===== src/rtl/windowed_regfile.sv =====
// Register-window file: PHYS_REGS physical registers with a WIN_REGS-wide
// window starting at an internally owned frame pointer (FP).
// Ports:
//   Clock, Reset              rising-edge clock, synchronous active-high reset
//   Rd_Addr/Rs_Addr/Rm_Addr   window-relative read (and Rd/Rs write) addresses
//   Rd_Wen/Rd_Data            Rd write port (wins over Rs on collision)
//   Rs_Wen/Rs_Data            Rs write port
//   FP_Move/FP_Up/FP_Step     slide window up (CALL) or down (RTN) by FP_Step
//   Fault_Clr                 clears the sticky fault
//   Rd_Out/Rs_Out/Rm_Out      registered reads, write-through, post-move FP
//   FP_Out                    current frame pointer
//   Fault                     sticky illegal-move flag
module windowed_regfile #(
   parameter int unsigned DATA_W    = 16,
   parameter int unsigned PHYS_REGS = 16,
   parameter int unsigned WIN_REGS  = 8,
   localparam int unsigned AW       = $clog2(WIN_REGS),
   localparam int unsigned FPW      = $clog2(PHYS_REGS)
) (
   input  logic              Clock,
   input  logic              Reset,
   input  logic [AW-1:0]     Rd_Addr,
   input  logic [AW-1:0]     Rs_Addr,
   input  logic [AW-1:0]     Rm_Addr,
   input  logic              Rd_Wen,
   input  logic              Rs_Wen,
   input  logic [DATA_W-1:0] Rd_Data,
   input  logic [DATA_W-1:0] Rs_Data,
   input  logic              FP_Move,
   input  logic              FP_Up,
   input  logic [FPW-1:0]    FP_Step,
   input  logic              Fault_Clr,
   output logic [DATA_W-1:0] Rd_Out,
   output logic [DATA_W-1:0] Rs_Out,
   output logic [DATA_W-1:0] Rm_Out,
   output logic [FPW-1:0]    FP_Out,
   output logic              Fault
);

   localparam int unsigned FPW1 = FPW + 1;

   logic [DATA_W-1:0] regs [PHYS_REGS];
   logic [FPW-1:0]    fp;
   logic [FPW-1:0]    fp_nxt;
   logic [FPW:0]      up_sum;
   logic              move_ok;
   logic              move_bad;
   logic [FPW-1:0]    wr_rd_pa;
   logic [FPW-1:0]    wr_rs_pa;
   logic [FPW-1:0]    rd_pa_rd;
   logic [FPW-1:0]    rd_pa_rs;
   logic [FPW-1:0]    rd_pa_rm;
   logic [DATA_W-1:0] rd_nxt;
   logic [DATA_W-1:0] rs_nxt;
   logic [DATA_W-1:0] rm_nxt;

   // Stored value at a physical address with this cycle's writes folded in (Rd last so it wins)
   function automatic logic [DATA_W-1:0] fwd(input logic [FPW-1:0]    pa,
                                             input logic [DATA_W-1:0] stored,
                                             input logic              rd_we,
                                             input logic [FPW-1:0]    rd_pa,
                                             input logic [DATA_W-1:0] rd_d,
                                             input logic              rs_we,
                                             input logic [FPW-1:0]    rs_pa,
                                             input logic [DATA_W-1:0] rs_d);
      logic [DATA_W-1:0] v;
      v = stored;
      if (rs_we && (rs_pa == pa)) v = rs_d;
      if (rd_we && (rd_pa == pa)) v = rd_d;
      return v;
   endfunction

   // Window move legality; up check is one bit wider so the sum cannot wrap
   always_comb begin
      up_sum   = FPW1'(fp) + FPW1'(FP_Step) + FPW1'(WIN_REGS);
      move_ok  = FP_Up ? (up_sum <= FPW1'(PHYS_REGS)) : (FP_Step <= fp);
      move_bad = FP_Move && !move_ok;
      fp_nxt   = fp;
      if (FP_Move && move_ok) fp_nxt = FP_Up ? (fp + FP_Step) : (fp - FP_Step);
   end

   // Writes land at the old FP; reads are taken through the post-edge FP
   always_comb begin
      wr_rd_pa = fp + FPW'(Rd_Addr);
      wr_rs_pa = fp + FPW'(Rs_Addr);
      rd_pa_rd = fp_nxt + FPW'(Rd_Addr);
      rd_pa_rs = fp_nxt + FPW'(Rs_Addr);
      rd_pa_rm = fp_nxt + FPW'(Rm_Addr);
      rd_nxt   = fwd(rd_pa_rd, regs[rd_pa_rd], Rd_Wen, wr_rd_pa, Rd_Data, Rs_Wen, wr_rs_pa, Rs_Data);
      rs_nxt   = fwd(rd_pa_rs, regs[rd_pa_rs], Rd_Wen, wr_rd_pa, Rd_Data, Rs_Wen, wr_rs_pa, Rs_Data);
      rm_nxt   = fwd(rd_pa_rm, regs[rd_pa_rm], Rd_Wen, wr_rd_pa, Rd_Data, Rs_Wen, wr_rs_pa, Rs_Data);
   end

   // Register array, FP, sticky fault and read outputs
   always_ff @(posedge Clock) begin
      if (Reset) begin
         regs   <= '{default: '0};
         fp     <= '0;
         Fault  <= 1'b0;
         Rd_Out <= '0;
         Rs_Out <= '0;
         Rm_Out <= '0;
      end else begin
         if (Rs_Wen) regs[wr_rs_pa] <= Rs_Data;
         if (Rd_Wen) regs[wr_rd_pa] <= Rd_Data;
         fp     <= fp_nxt;
         Fault  <= move_bad || (Fault && !Fault_Clr);
         Rd_Out <= rd_nxt;
         Rs_Out <= rs_nxt;
         Rm_Out <= rm_nxt;
      end
   end

   assign FP_Out = fp;

endmodule


===== config.mk =====
export PLATFORM = sky130hd
export DESIGN_NAME = windowed_regfile
export DESIGN_NICKNAME = d
export VERILOG_FILES = /design/src/rtl/windowed_regfile.sv
export SDC_FILE = /design/constraint.sdc
export NUM_CORES = 1
export LEC_CHECK = 0
export ABC_AREA = 0
export ABC_CLOCK_PERIOD_IN_PS = 6700
export CAP_MARGIN = 20
export CORE_ASPECT_RATIO = 0.7
export CORE_MARGIN = 2
export CORE_UTILIZATION = 56
export CTS_CLUSTER_SIZE = 24
export DETAILED_ROUTE_END_ITERATION = 16
export PLACE_DENSITY_LB_ADDON = 0.05
export SLEW_MARGIN = 10
export SYNTH_ARGS = -nofsm -noshare
export SYNTH_HDL_FRONTEND = slang
export SYNTH_SLANG_ARGS = --single-unit

===== constraint.sdc =====
create_clock -name Clock -period 6.7 [get_ports Clock]
set_input_delay 1.34 -clock Clock [delete_from_list [all_inputs] [get_ports Clock]]
set_output_delay 1.34 -clock Clock [all_outputs]
set_load 0.02 [all_outputs]

Yosys cells after proc, flatten, opt, wreduce, memory -nomap -nowiden
Index checks and enable logic that the tools add are counted.

storage, ports and cells
  bits in registers = 309
  bits of input ports = 52

cells by class
  order comparisons = 9
  multiplexer cells = 27
  add/subtract/negate cells = 9
  bitwise logic cells = 5
  reductions and logical operators = 14
  equal/unequal tests = 6

operator list
  cell                                                      number
  2-to-1 mux 256 bit                                        3
  bitwise mux 256 bit                                       2
  2-to-1 mux 16 bit                                         14
  binary-select mux 16 bit (select 4 bit)                   3
  demux 16 bit (select 4 bit)                               2
  greater-or-equal comparator 5 bit, second input constant  5
  NOT 4 -> 5 bit                                            5
  == test 4 bit                                             6
  adder 4 x 3 -> 4 bit                                      5
  logical AND 1 bit                                         11
  < comparator 5 x 1 -> 1 bit, second input constant        2
  2-to-1 mux 4 bit                                          2
  adder 4 x 4 -> 5 bit                                      1
  adder 5 x 4 -> 5 bit, second input constant               1
  less-or-equal comparator 5 bit, second input constant     1
  adder 4 bit                                               1
  less-or-equal comparator 4 bit                            1
  subtractor 4 bit                                          1
  zero test 1 bit                                           2
  logical OR 1 bit                                          1
  2-to-1 mux 1 bit                                          1

Logic depth before layout (Yosys ltp)
  depth in word-level cells = 13
  depth in mapped cells = 25
  depth with buffers taken out = 21

Least setup slack after synthesis
Ideal clock, no wire load.

  path type = input port to flip-flop
  start = input port FP_Step[1]
  end = register Rm_Out[10]
  arrival time = 6574 ps
  setup time = 89 ps
  data required time = 6611 ps
  cell stages on the path = 22
  setup slack = 37 ps
  path buffers = 6
  path through = inv_1 ha_1 clkinv_1 ha_1 fa_1 xor2_1 o31ai_2 o311ai_4 buf_6 buf_6 buf_4 o21ai_0 ha_1 inv_1 fa_1 buf_1 clkbuf_1 clkbuf_1 mux4_2 mux2i_1 a211o_1 a311oi_2

between the ends
  cells in the longest elaborated chain, start to end = 13
  elaborated cells on any way between the ends = 21

RTL lines
  item                                                   RTL line  RTL
  start: declaration                                     31        input logic [FPW-1:0] FP_Step,
  adder 4 x 4 -> 5 bit                                   75        up_sum = FPW1'(fp) + FPW1'(FP_Step) + FPW1'(WIN_REGS);
  adder 5 x 4 -> 5 bit                                   75
  less-or-equal comparator 5 bit                         76        move_ok = FP_Up ? (up_sum <= FPW1'(PHYS_REGS)) : (FP_Step <= fp);
  2-to-1 mux 1 bit (*)                                   76
  logical AND 1 bit (*)                                  79        if (FP_Move && move_ok) fp_nxt = FP_Up ? (fp + FP_Step) : (fp - FP_Step);
  2-to-1 mux 4 bit (*)                                   79
  via fp_nxt[0]                                          44        logic [FPW-1:0] fp_nxt;
  adder 4 x 3 -> 4 bit (*)                               88        rd_pa_rm = fp_nxt + FPW'(Rm_Addr);
  NOT 4 -> 5 bit (implied by the code)                   91        rm_nxt = fwd(rd_pa_rm, regs[rd_pa_rm], Rd_Wen, wr_rd_pa, Rd_Data, Rs_Wen, wr_rs_pa, Rs_Data);
  binary-select mux 16 bit (select 4 bit)                91
  2-to-1 mux 16 bit (implied by the code) (2 in series)  91
  2-to-1 mux 16 bit                                      68        if (rs_we && (rs_pa == pa)) v = rs_d;
  2-to-1 mux 16 bit (*)                                  69        if (rd_we && (rd_pa == pa)) v = rd_d;
  end signal: assignment                                 110       Rm_Out <= rm_nxt;
  end: declaration                                       35        output logic [DATA_W-1:0] Rm_Out,

The timed path passes the listed nets; every way through them passes the cells marked *. The select of a mux whose other input is x is not followed.
A chain may end at the register's enable or synchronous reset.

Final worst setup path
  start = input port FP_Step[1]
  end = register Rd_Out[14]

between the ends
  cells in the longest elaborated chain, start to end = 13
  elaborated cells on any way between the ends = 21

RTL lines
  item                                                   RTL line  RTL
  adder 4 x 4 -> 5 bit                                   75
  adder 5 x 4 -> 5 bit                                   75
  less-or-equal comparator 5 bit                         76
  2-to-1 mux 1 bit (*)                                   76
  logical AND 1 bit (*)                                  79
  2-to-1 mux 4 bit (*)                                   79
  via fp_nxt[0]                                          44
  adder 4 x 3 -> 4 bit (*)                               86        rd_pa_rd = fp_nxt + FPW'(Rd_Addr);
  NOT 4 -> 5 bit (implied by the code)                   89        rd_nxt = fwd(rd_pa_rd, regs[rd_pa_rd], Rd_Wen, wr_rd_pa, Rd_Data, Rs_Wen, wr_rs_pa, Rs_Data);
  binary-select mux 16 bit (select 4 bit)                89
  2-to-1 mux 16 bit (implied by the code) (2 in series)  89
  2-to-1 mux 16 bit                                      68
  2-to-1 mux 16 bit (*)                                  69
  end signal: assignment                                 108       Rd_Out <= rd_nxt;
  end: declaration                                       33        output logic [DATA_W-1:0] Rd_Out,

Marks and branches as above.

==> results_dict.tcl <==
set metrics [dict create \
    cts_buffer_depth 3 \
    dp_hpwl_um 51600 \
    htree_num_levels 2 \
    worstPathCellList "clkdlybuf4s50_1, inv_1, ha_1, clkinv_1, ha_1, fa_1, xor2_1, o31ai_2, o311ai_4, nand2_1, o21ai_0, buf_4, ha_4, inv_1, fa_4, buf_12, mux4_2, mux2_2, nor4_1, nor4_1, a311oi_1, nor3_1" \
    met1_usage_pct 57.11 \
    synth_cell_types 63 \
    netlist_area_um2 21750 \
    tns_ps 0 \
    grt_max_degree 184 \
    worstSkewPairLatency_ps 560 \
    io_buffers 104 \
    grtUsageMet2_pct 60.44 \
    globalRouteMet3Util_pct 12.74 \
    synth_top_family_by_area "multiplexers" \
    track_usage_pct 41.97 \
    grt_setup_unrepaired "false" \
    synth_xor_xnor_area_share_pct 1.467 \
    tightest_slew_ps 1221 \
    vias 19680 \
    die-area_um2 40460 \
    top_usage_layer "met2" \
    start_util_pct 56.70 \
    nNetsFinal 2211 \
    power_w 0.007326 \
    outcome "finished clean" \
    critPathRequiredTime_ps 7100 \
    finalWirelength_um 85650 \
    gp_congestion 0.8984 \
    core-area_um2 38360 \
    synth_common_cells "nor2_1 (323), dfxtp_1 (309), mux2i_1 (290)" \
    setup_viol 0 \
    cp_slowest_cell "fa_4" \
    maxSlewViolCount 0 \
    die_w_um 239.6 \
    wire_per_inst_um 31.90 \
    antenna_found_initial 7 \
    hold_class "flip-flop to flip-flop" \
    std_cell_rows 60 \
    async_flop_share_pct 0 \
    place_ws_ps -135.0 \
    cts_root_buffer "clkbuf_16" \
    mappedNetlistNets 2221 \
    syn2layout_area_growth_pct 14.11 \
    ys_seq_area_share_pct 28.44 \
    crit_arrival_ps 6760 \
    power_density_nw_per_um2 295.1 \
    max_freq_mhz 157.3 \
    crit_fanout 40 \
    whs_path_depth 2 \
    setup_ws_ps 340.7 \
    yosysTopAreaCellShare_pct 28.44 \
    max_stage_delay_ps 860 \
    slew_headroom_pct 18.50 \
    gr-total-overflow 0 \
    die_y_um 168.9 \
    synth_top_area_cell "dfxtp_1" \
    drive_above_1_share_pct 22.98 \
    synth-simple-area-share_pct 10.89 \
    synthMuxAreaShare_pct 36.54 \
    leakage_nw 9.388 \
    r2r_cells 20 \
    ys.flop_type "dfxtp_1" \
    hold_viol 0 \
    yosysMostFrequentCell "nor2_1" \
    drv_cap 0 \
    synthAdderAreaFrac_pct 2.324 \
    path_class "input port to flip-flop" \
    grt_first_pass_wirelength_um 124400 \
    cts_resized 0 \
    crit_path_end_kind "flip-flop" \
    final_antenna_net_count 0 \
    peakVddDrop_v 0.0001765 \
    grt_pass1_vias 18590 \
    crit_path_start "FP_Step[1]" \
    synth_edf_count 0 \
    utilization_pct 64.70 \
    drt_iter0_markers 3030 \
    hold_buffers 0 \
    synth_compound_area_share_pct 14.70 \
    fin_crit_ps 6359 \
    ys_ff_latch 309 \
    cts_tree "done" \
    rr_startpoint "FP_Out[1]" \
    min_from "regs[148]" \
    critPathLaunchType "input port" \
    synthTopCellsByArea "dfxtp_1 (28%), mux4_2 (20%), mux2i_1 (13%), a211oi_1 (8.9%), nor2_1 (5.6%)" \
    numCtsBuffers 35 \
    synth.avg_cell_area_um2 10.19 \
    post_cts_buffers 0 \
    path_clk_slew_ps 60 \
    drt_first_pass_iters 7 \
    yosys_warnings 0 \
    cts_sinks 309 \
    detail_route.vias_per_cell 7.328 \
    drc 0 \
    io_pins 105 \
    fin_hold_ws_ps 582.8 \
    synth_cells 2134 \
    clock_skew_ps 18.49 \
    period_share_pct 94.91 \
]
==> cell families after synthesis <==
logic type / after synthesis
compound gates: 401
mux: 546
xor+xnor: 33
buf+inv: 284
flops: 309
simple gates: 526
fa+ha+maj: 35
==> layout make-up <==
class	count	area [um2]
repair buffers	215	2307
diodes	8	20.02
flip-flops and latches	309	6186
multi-input cells	1541	14490
inverters	22	82.58
well taps	527	659.4
clock inverters	10	65.06
fillers	3071	13540
clock buffers	53	1015
==> state kept, by name, indices dropped and copies added (netlist names) <==
signal / count
regs: 256
Rd_Out: 16
Rm_Out: 16
Rs_Out: 16
FP_Out: 4
Fault: 1
==> critical path, delay by kind of cell <==
| kind | cells | cell delay [ps] |
|---|---|---|
| buffers and inverters | 6 | 1180 |
| and+or+nand+nor | 4 | 440 |
| AOI/OAI and AO/OA | 4 | 860 |
| xor gates and xnor gates | 1 | 220 |
| muxes | 2 | 650 |
| adders and majority gates | 5 | 2010 |
==> where the power goes <==
group          total, W  internal, W  leakage [nW]  switching [W]
combinational   0.00317      0.00139          6.34        0.00178
clock           0.00190      0.00105         0.537       0.000850
sequential      0.00225      0.00206          2.51       0.000196
total           0.00733      0.00450          9.39        0.00283
==> layer usage <==
layer / wire [um] / share of wire (%)
met1: 33240 / 39
met2: 36490 / 43
met3: 11290 / 13
met4: 4635 / 5.4
met5: 0 / 0
==> worst paths after layout <==
check / endpoint / slack, ps
worst max-delay path: Rd_Out[14] / 340
worst min register to register: regs[148] / 580
worst min-delay path: regs[148] / 580
worst max register to register: Rd_Out[14] / 1130
==> metrics by stage <==
step | cells | instance area (um2)
final | 2685 | 24820
after CTS | 2677 | 24800
after global placement | 2612 | 23670
after global routing | 2684 | 24820
after detailed placement | 2614 | 23720
after floorplan | 2134 | 21750
==> cell usage in the layout (no fill, tap or decap), types with 8 or more instances in the layout <==
cell,netlist,final
buf_12,0,31
nand3_1,55,55
nor3_1,32,32
a21oi_1,10,10
xor2_1,10,8
mux2_2,64,64
nand2_1,36,30
clkbuf_1,173,12
ha_1,26,23
a311oi_1,34,34
mux2i_1,290,289
clkdlybuf4s50_1,0,103
diode_2,0,8
a211oi_1,259,259
a31oi_1,21,20
clkbuf_16,0,36
a21o_1,8,8
a311oi_2,15,15
dfxtp_1,309,309
inv_1,18,18
mux4_2,192,192
clkinv_2,0,8
nor2_2,8,9
o211ai_1,16,16
nor4_1,36,36
nor2_1,323,322
a211o_1,20,20
xnor2_1,19,19
buf_4,13,78
Note: power is estimated with default switching activity, not from simulation.
